### src/rtl/ysyx_23060075_trap_ctrl_pkg.sv
// Shared constants for the trap sequencer: CSR addresses, mstatus bit
// positions and the sequencer state type.
package ysyx_23060075_trap_ctrl_pkg;

    localparam logic [11:0] CSR_MSTATUS = 12'h300;
    localparam logic [11:0] CSR_MTVEC   = 12'h305;
    localparam logic [11:0] CSR_MEPC    = 12'h341;
    localparam logic [11:0] CSR_MCAUSE  = 12'h342;

    localparam int unsigned MSTATUS_MIE    = 3;
    localparam int unsigned MSTATUS_MPIE   = 7;
    localparam int unsigned MSTATUS_MPP_HI = 12;
    localparam int unsigned MSTATUS_MPP_LO = 11;
    localparam int unsigned MCAUSE_ECALL_M = 11;

    typedef enum logic [2:0] {
        StIdle,
        StWEpc,
        StWCause,
        StWStat,
        StRVec,
        StRStat,
        StREpc,
        StDone
    } trap_state_e;

endpackage

### src/rtl/ysyx_23060075_register.sv
// Generic enable-gated register with asynchronous active-high reset.
module ysyx_23060075_register #(
    parameter int unsigned WIDTH = 1,
    parameter logic [WIDTH-1:0] RESET_VAL = '0
) (
    input  logic             clk,
    input  logic             rst,
    input  logic [WIDTH-1:0] din,
    output logic [WIDTH-1:0] dout,
    input  logic             wen
);

    always_ff @(posedge clk or posedge rst) begin
        if (rst) begin
            dout <= RESET_VAL;
        end else if (wen) begin
            dout <= din;
        end
    end

endmodule

### src/rtl/ysyx_23060075_trap_ctrl.sv
// Trap sequencer: turns ecall/mret into single-port CSR accesses and a PC redirect;
// forwards core Zicsr accesses while idle.
module ysyx_23060075_trap_ctrl
    import ysyx_23060075_trap_ctrl_pkg::*;
#(
    parameter int unsigned MCAUSE_ECALL = MCAUSE_ECALL_M,
    parameter int unsigned XLEN         = 32,
    parameter int unsigned AW           = 12
) (
    input  logic            clk,
    input  logic            rst,
    input  logic            trap_valid,
    input  logic            trap_is_mret,
    input  logic [XLEN-1:0] trap_pc,
    output logic            trap_ready,
    output logic            redirect_valid,
    output logic [XLEN-1:0] redirect_pc,
    input  logic [AW-1:0]   core_csr_addr,
    input  logic [XLEN-1:0] core_csr_w,
    input  logic            core_csr_w_en,
    output logic [XLEN-1:0] core_csr_r,
    output logic            core_stall,
    output logic [AW-1:0]   csr_addr,
    output logic [XLEN-1:0] csr_w,
    output logic            csr_w_en,
    input  logic [XLEN-1:0] csr_r
);

    localparam trap_state_e RESET_STATE = StIdle;

    logic [2:0]      state_raw;
    trap_state_e     state_q, state_d;
    logic [XLEN-1:0] pc_q;
    logic            pc_wen;
    logic [XLEN-1:0] rpc_d;
    logic            rpc_wen;
    logic            rvalid_d;
    logic [XLEN-1:0] stat_w;

    assign state_q = trap_state_e'(state_raw);

    ysyx_23060075_register #(.WIDTH(3), .RESET_VAL(RESET_STATE)) u_state (
        .clk  (clk),
        .rst  (rst),
        .din  (state_d),
        .dout (state_raw),
        .wen  (1'b1)
    );

    ysyx_23060075_register #(.WIDTH(XLEN), .RESET_VAL('0)) u_pc (
        .clk  (clk),
        .rst  (rst),
        .din  (trap_pc),
        .dout (pc_q),
        .wen  (pc_wen)
    );

    ysyx_23060075_register #(.WIDTH(XLEN), .RESET_VAL('0)) u_rpc (
        .clk  (clk),
        .rst  (rst),
        .din  (rpc_d),
        .dout (redirect_pc),
        .wen  (rpc_wen)
    );

    ysyx_23060075_register #(.WIDTH(1), .RESET_VAL(1'b0)) u_rvalid (
        .clk  (clk),
        .rst  (rst),
        .din  (rvalid_d),
        .dout (redirect_valid),
        .wen  (1'b1)
    );

    always_comb begin
        state_d    = state_q;
        pc_wen     = 1'b0;
        rpc_d      = redirect_pc;
        rpc_wen    = 1'b0;
        rvalid_d   = 1'b0;
        stat_w     = csr_r;
        csr_addr   = '0;
        csr_w      = '0;
        csr_w_en   = 1'b0;
        core_csr_r = '0;
        core_stall = 1'b1;
        trap_ready = 1'b0;

        unique case (state_q)
            StIdle: begin
                trap_ready = 1'b1;
                if (trap_valid) begin
                    pc_wen  = 1'b1;
                    state_d = trap_is_mret ? StRStat : StWEpc;
                end else begin
                    csr_addr   = core_csr_addr;
                    csr_w      = core_csr_w;
                    csr_w_en   = core_csr_w_en;
                    core_csr_r = csr_r;
                    core_stall = 1'b0;
                end
            end
            StWEpc: begin
                csr_addr = AW'(CSR_MEPC);
                csr_w    = pc_q;
                csr_w_en = 1'b1;
                state_d  = StWCause;
            end
            StWCause: begin
                csr_addr = AW'(CSR_MCAUSE);
                csr_w    = XLEN'(MCAUSE_ECALL);
                csr_w_en = 1'b1;
                state_d  = StWStat;
            end
            StWStat: begin
                // Read-modify-write in one cycle: csr_r is combinational on csr_addr.
                csr_addr                              = AW'(CSR_MSTATUS);
                stat_w[MSTATUS_MPIE]                  = csr_r[MSTATUS_MIE];
                stat_w[MSTATUS_MIE]                   = 1'b0;
                stat_w[MSTATUS_MPP_HI:MSTATUS_MPP_LO] = 2'b11;
                csr_w                                 = stat_w;
                csr_w_en                              = 1'b1;
                state_d                               = StRVec;
            end
            StRVec: begin
                csr_addr = AW'(CSR_MTVEC);
                rpc_d    = {csr_r[XLEN-1:2], 2'b00};
                rpc_wen  = 1'b1;
                rvalid_d = 1'b1;
                state_d  = StDone;
            end
            StRStat: begin
                csr_addr                              = AW'(CSR_MSTATUS);
                stat_w[MSTATUS_MIE]                   = csr_r[MSTATUS_MPIE];
                stat_w[MSTATUS_MPIE]                  = 1'b1;
                stat_w[MSTATUS_MPP_HI:MSTATUS_MPP_LO] = 2'b00;
                csr_w                                 = stat_w;
                csr_w_en                              = 1'b1;
                state_d                               = StREpc;
            end
            StREpc: begin
                csr_addr = AW'(CSR_MEPC);
                rpc_d    = csr_r;
                rpc_wen  = 1'b1;
                rvalid_d = 1'b1;
                state_d  = StDone;
            end
            StDone: begin
                state_d = StIdle;
            end
            default: begin
                state_d = StIdle;
            end
        endcase
    end

endmodule

### config.mk
export PLATFORM = sky130hd
export DESIGN_NAME = ysyx_23060075_trap_ctrl
export DESIGN_NICKNAME = d
export VERILOG_FILES = /design/src/rtl/ysyx_23060075_trap_ctrl_pkg.sv /design/src/rtl/ysyx_23060075_register.sv /design/src/rtl/ysyx_23060075_trap_ctrl.sv
export SDC_FILE = /design/constraint.sdc
export NUM_CORES = 1
export LEC_CHECK = 0
export ABC_AREA = 1
export CAP_MARGIN = 25
export CORE_MARGIN = 2
export CORE_UTILIZATION = 25
export CTS_CLUSTER_DIAMETER = 40
export DETAILED_ROUTE_END_ITERATION = 10
export GPL_ROUTABILITY_DRIVEN = 0
export MAX_ROUTING_LAYER = met4
export SKIP_CTS_REPAIR_TIMING = 1
export SLEW_MARGIN = 20
export SYNTH_ARGS = -nofsm -noshare
export SYNTH_HDL_FRONTEND = slang
export SYNTH_HIERARCHICAL = 1
export SYNTH_SLANG_ARGS = --single-unit
### constraint.sdc
create_clock -name clk -period 2.1 [get_ports clk]
set_input_delay 0.525 -clock clk [delete_from_list [all_inputs] [get_ports clk]]
set_output_delay 0.525 -clock clk [all_outputs]
set_load 0.02 [all_outputs]
==> run metrics <==
Total GRT Usage=0.181; Most common cell on crit path=nand2_1; Die Width=135 µm; Crit Path Max Fanout=25; Final min period=2.32 ns; # clock sinks=68; # setup viols final=75; antenna violations before repair=0; WL per Instance=15.2 µm; Max VDD drop=0.476 mV; yosys warns=6; commonest non-fill, non-tap cell in the layout=nand2_1; # diodes=0; failing checks=negative setup slack; clk slew on worst S/H paths=0.06 ns; critical path, cell by cell=buf_6 -> nor2_4 -> nand2_4 -> nor2_8 -> buf_12 -> nand2_1 -> nand2_1 -> dlymetal6s2s_1; Starting Density=0.253; core area=17100 µm²; H-tree depth=3; TritonCTS clock tree=built; status=complete, but fails checks; routed vias/inst=4.22; Synth top area share=0.395; most frequent cells in the layout=nand2_1 (319), clkdlybuf4s50_1 (144), buf_4 (87), dfrtp_1 (68), buf_6 (55); max cap viols=0; Worst setup SP type=flop; Crit Path Category=reg2out; synthesized instance count=639; Fill cells=1776; CTS Buf Count=9; cell taking the most area after synthesis=dfrtp_1; Layout Nets=1033; Netlist cell types=24; Mapped Avg Cell Area=6.75 µm²; Req. time, crit path=1.57 ns; Iteration-0 DRC Markers=236; global-route wire length before repair=24.7 mm; setup TNS=-8.50 ns; DRT Pass-1 Iters=6; WL final=17.5 mm; DRC violations left=0; area of the multi-input gates=2320 µm²; total gr overflow=0; Register Area=1700 µm²; port bufs=224; Synth area leaders=dfrtp_1 (39%), nand2_1 (28%), inv_1 (4.4%); post-synthesis sequential area ratio=0.395; worst skew pair latency=0.33 ns; max-slew violations=0; layout cell share with drive strength beyond 1=0.279; CP max-delay cell=dfrtp_1; Clock Tree Buf Depth=2; max incr delay on CP=0.41 ns; post-route worst setup slack=-0.222 ns; Layout Cells excl Fill=1150; Final Hold Vio Count=0; DP Cell Count=1127; dpl hpwl=13.1 mm; Site Rows=48; Pwr Density=1220 nW/µm²; clock root cell=clkbuf_16; critical path endpoint category=output pin; DRT antenna net count=0; DR vias=4853; Critical Path AT=1.80 ns; Tot Pwr=0.00950 W; number of global-route vias before repair=4298; period utilization=1.11; worst hold path class=in2async; Die Area=18300 µm²; Die Ht=135 µm; io pins=225; dpl ws=-0.626 ns; RSZ-0062 raised after global routing=yes; maximum number of pins on one net before global-route repair=41; area overhead of the layout relative to synthesis=80.6%; Mapped Area=4310 µm²; Max Clk Rate=431 MHz; Setup Skew=0.00999 ns; P_leak=4.05 nW; Seq cells post-synth=68
-- layout make-up --
type,instances,share of cell area
inverter,56,0.0299
multi-input combinational,485,0.298
timing repair buffer,300,0.381
clock buffer,11,0.0299
clock inverter,5,0.00675
tap,225,0.0362
sequential,68,0.219
-- final timing paths --
| kind | from | cells after the start | endpoint | slack (ns) |
|---|---|---|---|---|
| hold reg to reg | u_pc/dout[29] | 2 | u_pc/dout[29] | 0.47 |
| hold / removal | rst | 2 | u_rvalid/dout | 0.47 |
| setup reg to reg | u_state/dout[0] | 11 | u_pc/dout[30] | 0.25 |
| min in group clk | u_pc/dout[29] | 2 | u_pc/dout[29] | 0.47 |
| max in group asynchronous | rst | 3 | u_rpc/dout[20] | 1.04 |
| setup / recovery | u_state/dout[0] | 8 | csr_w[11] | -0.22 |
-- report_power, final --
group | leakage [nW] | switching, W | total [W] | internal (W)
sequential | 0.860 | 0.000410 | 0.00230 | 0.00189
clock | 0.139 | 0.000565 | 0.00148 | 0.000914
combinational | 3.05 | 0.00316 | 0.00572 | 0.00257
-- layer usage --
metal / global-route usage / vias up / routed length [µm]
met5: - / - / 0
met4: 0.0457 / 0 / 344
met3: 0.0254 / 23 / 628
met2: 0.296 / 116 / 8810
met1: 0.238 / 2216 / 7700
li1: - / 2498 / -
-- critical path: cells and delay by family, from the launching register on --
kind | cells | cell delay (ns)
buf+inv | 3 | 0.55
flops | 1 | 0.41
simple gates | 5 | 0.51
-- sequential cells by signal, summed over array words and instances, names as in the netlist --
| signal | count |
|---|---|
| u_pc/dout | 32 |
| u_rpc/dout | 32 |
| u_state/dout | 3 |
| u_rvalid/dout | 1 |
-- synthesized netlist by cell type --
library cell    n
buf_12          2
nor2_8          1
nand2_2        23
nand4_1         4
nor2_4          2
buf_2           9
buf_4           4
nand3_1        36
o21ai_0        35
a21oi_1         3
clkbuf_8        6
nand3_2         3
dfrtp_1        68
buf_6          12
nor2_2          9
conb_1          1
inv_2           4
clkbuf_1        2
nand2_1       325
a31oi_1         1
nor2_1         36
inv_8           2
nand2_4         1
inv_1          50
-- cells by family after synthesis --
group,Yosys count,share of synthesized area
AND/OR/NAND/NOR,440,0.428
buffers and inverters,91,0.131
flip-flops,68,0.395
AO/OA/AOI/OAI,39,0.0456
other,1,0.000870
-- through the flow --
stage / cell area (µm²) / utilization / hold WS, ns
2_1_floorplan: 4330 / - / 0.254
3_3_place_gp: 7110 / 0.417 / 0.454
3_5_place_dp: 7110 / 0.417 / 0.458
4_1_cts: 7390 / 0.434 / 0.459
5_1_grt: 7790 / 0.457 / 0.470
6_report: 7790 / 0.457 / 0.467
Power figures use the tool's default switching activity.
